[src/rtl/fixed_point_pkg.sv]
// Shared Q10.21 fixed-point constants, divider state type and magnitude helper.
package fixed_point_pkg;

    localparam int WIDTH = 32;
    localparam int FRAC  = 21;

    localparam logic [WIDTH-1:0] Q_MAX = 32'h7FFFFFFF;
    localparam logic [WIDTH-1:0] Q_MIN = 32'h80000000;
    localparam logic [WIDTH-1:0] ONE   = 32'h00200000;

    typedef enum logic [1:0] {
        IDLE   = 2'd0,
        RUN    = 2'd1,
        FINISH = 2'd2
    } div_state_t;

    // Unsigned magnitude of a two's-complement word; the most negative value maps to 2^31.
    function automatic logic [WIDTH-1:0] abs_val(input logic [WIDTH-1:0] x);
        return x[WIDTH-1] ? (~x + 1'b1) : x;
    endfunction

endpackage

[src/rtl/fixed_divider_step.sv]
// One restoring shift-subtract iteration: shift in a numerator bit, subtract if it fits.
module div_step
    import fixed_point_pkg::*;
(
    input  logic [WIDTH-1:0] rem,
    input  logic [WIDTH-1:0] divisor,
    input  logic             num_bit,
    output logic [WIDTH-1:0] rem_next,
    output logic             q_bit
);

    logic [WIDTH:0] shifted;

    assign shifted = {rem, num_bit};
    assign q_bit   = (shifted >= {1'b0, divisor});

    // The true difference is below the divisor, so the low WIDTH bits are exact.
    assign rem_next = q_bit ? (shifted[WIDTH-1:0] - divisor) : shifted[WIDTH-1:0];

endmodule

[src/rtl/fixed_divider.sv]
// Sequential signed Q10.21 divider: one quotient bit per cycle, start/busy/valid handshake.
module fixed_divider
    import fixed_point_pkg::*;
(
    input  logic             clk,
    input  logic             rst,
    input  logic             start,
    input  logic [WIDTH-1:0] a,
    input  logic [WIDTH-1:0] b,
    output logic             busy,
    output logic             valid,
    output logic [WIDTH-1:0] result,
    output logic             ovf,
    output logic             dbz
);

    localparam int NUM_W = WIDTH + FRAC;
    localparam logic [5:0]       LAST_COUNT = 6'(NUM_W - 1);
    localparam logic [NUM_W-1:0] POS_LIM    = NUM_W'(Q_MAX);
    localparam logic [NUM_W-1:0] NEG_LIM    = NUM_W'(Q_MIN);

    div_state_t       state;
    logic [5:0]       count;
    logic             sign;
    logic [WIDTH-1:0] b_abs;
    logic [NUM_W-1:0] num;
    logic [WIDTH-1:0] rem;
    logic [NUM_W-1:0] quo;

    logic [WIDTH-1:0] rem_next;
    logic             q_bit;

    logic [WIDTH-1:0] fin_result;
    logic             fin_ovf;
    logic             fin_dbz;

    div_step u_step (
        .rem      (rem),
        .divisor  (b_abs),
        .num_bit  (num[NUM_W-1]),
        .rem_next (rem_next),
        .q_bit    (q_bit)
    );

    // Sign, saturation and divide-by-zero handling of the finished magnitude quotient.
    always_comb begin
        fin_result = '0;
        fin_ovf    = 1'b0;
        fin_dbz    = 1'b0;
        if (b_abs == '0) begin
            fin_dbz    = 1'b1;
            fin_result = sign ? Q_MIN : Q_MAX;
        end else if (!sign) begin
            if (quo > POS_LIM) begin
                fin_result = Q_MAX;
                fin_ovf    = 1'b1;
            end else begin
                fin_result = quo[WIDTH-1:0];
            end
        end else begin
            if (quo > NEG_LIM) begin
                fin_result = Q_MIN;
                fin_ovf    = 1'b1;
            end else begin
                fin_result = ~quo[WIDTH-1:0] + 1'b1;
            end
        end
    end

    always_ff @(posedge clk) begin
        if (rst) begin
            state  <= IDLE;
            count  <= '0;
            sign   <= 1'b0;
            b_abs  <= '0;
            num    <= '0;
            rem    <= '0;
            quo    <= '0;
            busy   <= 1'b0;
            valid  <= 1'b0;
            result <= '0;
            ovf    <= 1'b0;
            dbz    <= 1'b0;
        end else begin
            valid <= 1'b0;
            case (state)
                IDLE: begin
                    if (start) begin
                        sign  <= a[WIDTH-1] ^ b[WIDTH-1];
                        b_abs <= abs_val(b);
                        num   <= {abs_val(a), {FRAC{1'b0}}};
                        rem   <= '0;
                        quo   <= '0;
                        count <= LAST_COUNT;
                        busy  <= 1'b1;
                        state <= RUN;
                    end
                end
                RUN: begin
                    rem   <= rem_next;
                    quo   <= {quo[NUM_W-2:0], q_bit};
                    num   <= {num[NUM_W-2:0], 1'b0};
                    count <= count - 1'b1;
                    if (count == '0) begin
                        state <= FINISH;
                    end
                end
                FINISH: begin
                    result <= fin_result;
                    ovf    <= fin_ovf;
                    dbz    <= fin_dbz;
                    valid  <= 1'b1;
                    busy   <= 1'b0;
                    state  <= IDLE;
                end
                default: begin
                    state <= IDLE;
                end
            endcase
        end
    end

endmodule

[config.mk]
export PLATFORM = sky130hd
export DESIGN_NAME = fixed_divider
export DESIGN_NICKNAME = d
export VERILOG_FILES = /design/src/rtl/fixed_point_pkg.sv /design/src/rtl/fixed_divider_step.sv /design/src/rtl/fixed_divider.sv
export SDC_FILE = /design/constraint.sdc
export NUM_CORES = 1
export LEC_CHECK = 0
export BUFFER_PORTS_ARGS = -buffer_cell sky130_fd_sc_hd__buf_2
export CAP_MARGIN = 30
export CORE_UTILIZATION = 65
export CTS_CLUSTER_DIAMETER = 50
export DETAILED_ROUTE_END_ITERATION = 6
export PLACE_DENSITY = 0.84
export SYNTH_ARGS = -nofsm -noshare
export SYNTH_HDL_FRONTEND = slang
export SYNTH_SLANG_ARGS = --single-unit
[constraint.sdc]
create_clock -name clk -period 6.8 [get_ports clk]
set_input_delay 1.36 -clock clk [delete_from_list [all_inputs] [get_ports clk]]
set_output_delay 1.36 -clock clk [all_outputs]
set_load 0.01 [all_outputs]
==> Yosys cells after proc, flatten, opt, wreduce, memory -nomap -nowiden <==
Cells that the tools add are included.
{ "word_totals": {"in_bits": 67, "wordCells": 64, "reg_bits": 215} }
{ "classes": {"n_eq_ne": 4, "n_bitwise": 4, "n_addsub": 5, "reduce_logical": 9, "magnitude_cmp": 3, "muxes": 27} }
{ "ops": {"columns": ["op", "n"], "rows": [
  ["32-bit 2-to-1 mux", 9],
  ["53-bit one-hot mux with 2 select lines", 2],
  ["53-bit 2-to-1 mux", 2],
  ["32-bit by 1-bit adder with 32-bit output, second input constant", 3],
  ["32-bit NOT", 3],
  ["32-bit one-hot mux with 2 select lines", 1],
  ["53-bit by 31-bit > comparator with 1-bit output, second input constant", 1],
  ["53-bit by 32-bit > comparator with 1-bit output, second input constant", 1],
  ["33-bit by 32-bit greater-or-equal comparator with 1-bit output", 1],
  ["32-bit zero test", 1],
  ["32-bit subtractor", 1],
  ["6-bit one-hot mux with 2 select lines", 1],
  ["2-bit AND reduction", 4],
  ["1-bit 2-to-1 mux", 7],
  ["6-bit zero test", 1],
  ["6-bit 2-to-1 mux", 1],
  ["6-bit by 1-bit subtractor with 6-bit output, second input constant", 1],
  ["2-bit 2-to-1 mux", 2],
  ["2-bit inequality test, second input constant", 2],
  ["2-bit one-hot mux with 2 select lines", 1],
  ["2-bit nonzero test", 2],
  ["2-bit by 1-bit == test with 1-bit output, second input constant", 1],
  ["2-bit == test, second input constant", 1],
  ["2-bit zero test", 1],
  ["2 further kinds", 2]
]} }

==> Depth between registers and ports, before layout <==
{ "depth": {"depth_word": 5, "depth_mapped": 14} }

==> Modules after synthesis <==
Synthesis repeated with hierarchy kept, for this count alone.
{ "unflattened": {"hier_cells": 1306, "hier_area_um2": 11085.6} }
{ "modules_own_cells": {"columns": ["mod", "cells_per_inst", "area_each_um2", "n_inst", "seq_area_each_um2"], "rows": [
  ["fixed_divider", 983, 8754.6, 1, 3883.7],
  ["div_step", 323, 2331.0, 1, 0.0]
]} }

==> Worst setup path after synthesis <==
OpenSTA, ideal clock, no wires.
{ "synth_path": {"path_type": "input-to-reg", "from": "input b[4]", "to": "register b_abs[28]", "n_path_buf": 0, "path_slack_ps": 3124, "cell_stages": 8, "setup_time_ps": 86, "arrival_ps": 3591, "cell_sequence": "nor3_1 -> nand4b_1 -> or4_1 -> or2_2 -> or3_1 -> o31ai_1 -> xor2_1 -> a211oi_1"} }
{ "synth_via": {"elab_chain_cells": 3} }
{ "synth_rtl": {"columns": ["element", "line", "source"], "rows": [
  ["start: declaration", "fixed_divider.sv:9", "input logic [WIDTH-1:0] b,"],
  ["32-bit NOT", "fixed_point_pkg.sv:19", "return x[WIDTH-1] ? (~x + 1'b1) : x;"],
  ["32-bit by 1-bit adder with 32-bit output", "fixed_point_pkg.sv:19", null],
  ["32-bit 2-to-1 mux", "fixed_point_pkg.sv:19", null],
  ["end signal: assignment", "fixed_divider.sv:90", "b_abs <= abs_val(b);"],
  ["end: declaration", "fixed_divider.sv:25", "logic [WIDTH-1:0] b_abs;"]
]} }
Every way passes these cells.
A chain may end at the register's enable or synchronous reset.

==> metrics.yaml <==
outcome:
  status: "completed"
floorplanning:
  die_x_um: 133
  dieHeight_um: 133
  num_io_pins: 103
  die-area_um2: 17600
  start_util_pct: 66.7
  placementRows: 47
  core_area_um2: 16600
clock_tree:
  postCtsHoldBufs: 0
  postCtsSetupBuffers: 0
  path_clk_slew_ns: 0.08
  clk_latency_ns: 0.45
  cts_made_buffers: 17
  tritoncts: "done"
  htreeDepth: 4
  cts-resized-gates: 0
  cts_sinks: 194
  cts_root_buffer: "clkbuf_16"
  cts_buffer_depth: 2
cells_and_area:
  finalNonFillerCells: 1627
  n_antenna_cell: 0
  nNetsFinal: 1500
  area_growth_pct: 10.1
  multi_input_area_um2: 6630
  nFillCells: 1307
  drive_above_1_share_pct: 12.7
  final-seq-area_um2: 3880
pwr:
  power_frac_seq_pct: 43.7
  p_comb_share_pct: 19.7
  irDropWorstVdd_mv: 0.187
  switching_power_uw: 890
  swShare_pct: 31.6
  p_per_area_nw_per_um2: 231
  clkPwrFrac_pct: 36.6
  p_int_mw: 1.93
  p_leak_nw: 4.93
global_route:
  grt_pass1_vias: 9226
  use_met2_pct: 47.8
  grt_pass1_wl_um: 44800
  gr-usage-all-layers_pct: 30.8
  grt_use_met3_pct: 5.56
  grt_max_degree: 88
  antenna_found_initial: 0
  grt-busiest-layer: "met2"
  grt_overflow_total: 0
  met1_usage_pct: 43.1
sta:
  finalSetupTns_ns: 0
  tightest_slew_ns: 0.943
  finalSetupViolCount: 0
  fin_crit_sh_pct: 57.2
  fmax_mhz: 257
  slew_headroom_pct: 37.1
  clock_skew_ns: 0.0106
  slew_violations: 0
  fin_ws_ns: 2.91
  rsz0062_at_grt: "false"
  finalHoldViolCount: 0
  finalCriticalPeriod_ns: 3.89
logic_synthesis:
  netlist_area_um2: 11100
  ys_top_cells_by_area: "dfxtp_1 (35%), nand2_1 (4.9%), o21ai_0 (4.4%)"
  syn-num-nets: 1467
  synth_cells: 1361
  ys_types: 67
  synth_seq_cells: 194
  synth_seq_area_share_pct: 35.1
  yosysWarnings: 0
  avgSynthCellArea_um2: 8.13
  async_flop_share_pct: 0
  yosysTopAreaCell: "dfxtp_1"
  ys.flop_type: "dfxtp_1"
  synth_top_area_share_pct: 35.1
  synth-edff-count: 0
place:
  gp_congestion: 0.909
  post-place-cells: 1595
  hpwl_um: 18600
  numPortBuffers: 102
  dpl_worst_slack_ns: 2.54
detailed_routing:
  routed_wirelength_um: 27100
  drt_iter0_markers: 845
  final_antenna_net_count: 0
  dr.pass1.iters: 6
  routedWlPerCell_um: 16.6
  vias: 10324
  vias_per_cell: 6.35
  post-route-drc-count: 0
setup_path:
  setup.worst_path.start_class: "input port"
  worstPathMaxFanout: 76
  cp.required_ns: 7.16
  crit_arrival_ns: 4.25
  critical_path_class: "input port to flop"
  endpoint_kind: "flop"
hold_path:
  hold_path_class: "flop to flop"
flow_run:
  maxCapViolCount: 0
[routing by layer]
| metal | part of all wire (%) | wire length [um] | vias to the layer above |
|---|---|---|---|
| met2 | 45 | 12300 | 391 |
| met1 | 47 | 12700 | 4869 |
| met3 | 6.2 | 1680 | 49 |
| li1 | - | - | 5015 |
| met4 | 1.8 | 491 | 0 |
| met5 | 0 | 0 | - |
[cell usage in the layout (no fill, tap or decap), types with 16 or more instances in the layout]
master	count
nor4_1	25
ha_1	38
nor3_1	33
xor2_1	53
a211oi_1	41
o31ai_1	18
o21ai_0	97
clkbuf_16	17
mux2i_1	27
xnor2_1	42
a21oi_1	74
nand3_1	23
nor2_1	102
a21o_1	21
dfxtp_1	194
o211ai_1	20
a22o_1	51
inv_1	50
nand4_1	16
a22oi_1	21
nand2_1	145
buf_2	102
[cells by family after synthesis]
logic type	synth area share (%)
compound gates	25.6
flops	35.1
mux	3.05
fa+ha+maj	4.48
xor+xnor	7.52
simple gates	19.0
buf+inv	5.28
[worst max-delay path, cell delays in order]
cell and delay [ns]:
buf_2 0.10, buf_4 0.33, nor2b_1 0.57, o21ai_0 0.39, nor2_1 0.31, nand3_2 0.54
or3_1 0.54, o211ai_1 0.08
[per-stage QoR]
stage | hold slack [ns] | util, % | instance area (um^2) | power [mW]
after floorplan | 0.434 | - | 11100 | 1.65
after global placement | 0.436 | 69.7 | 11600 | 1.78
after detailed placement | 0.447 | 69.8 | 11600 | 1.79
after CTS | 0.465 | 73.5 | 12200 | 2.81
after global routing | 0.487 | 73.5 | 12200 | 2.93
final | 0.454 | 73.5 | 12200 | 2.82
[cell usage after synthesis, types with 16 or more instances]
cell type  instances
dfxtp_1          194
nand2_1          145
nor2_1           104
o21ai_0           98
clkbuf_1          78
a21oi_1           74
xor2_1            53
a22o_1            51
inv_1             50
xnor2_1           42
a211oi_1          41
ha_1              38
nor3_1            34
mux2i_1           27
nor4_1            25
nand3_1           23
a21o_1            21
a22oi_1           21
o211ai_1          20
o31ai_1           18
nand4_1           16
[worst paths after layout]
path	from	end	slack, ns	depth (start not counted)
hold reg to reg	result[28]	result[28]	0.45	2
setup reg to reg	b_abs[7]	rem[11]	3.21	11
hold / removal	result[28]	result[28]	0.45	2
setup / recovery	rst	result[2]	2.91	8
[layout make-up]
type,count,area share (%)
Clock buffer,17,3.49
Clock inverter,15,1.56
Inverter,51,1.57
Timing Repair Buffer,112,4.87
Sequential cell,194,31.9
Multi-Input combinational cell,1018,54.4
Tap cell,220,2.26
[sequential cells by signal (all words and copies together), names as in the netlist, 2 cells and up]
| register | cells |
|---|---|
| b_abs | 32 |
| count | 6 |
| num | 32 |
| quo | 53 |
| rem | 32 |
| result | 32 |
| state | 2 |
[power by group through the flow]
stage / logic (mW) / registers [mW] / clock network [mW]
6_report: 0.554 / 1.23 / 1.03
2_1_floorplan: 0.413 / 1.24 / 0
5_1_grt: 0.613 / 1.24 / 1.08
3_5_place_dp: 0.539 / 1.25 / 0
4_1_cts: 0.546 / 1.23 / 1.03
3_3_place_gp: 0.525 / 1.25 / 0
Note: power is estimated with default switching activity, not from simulation.
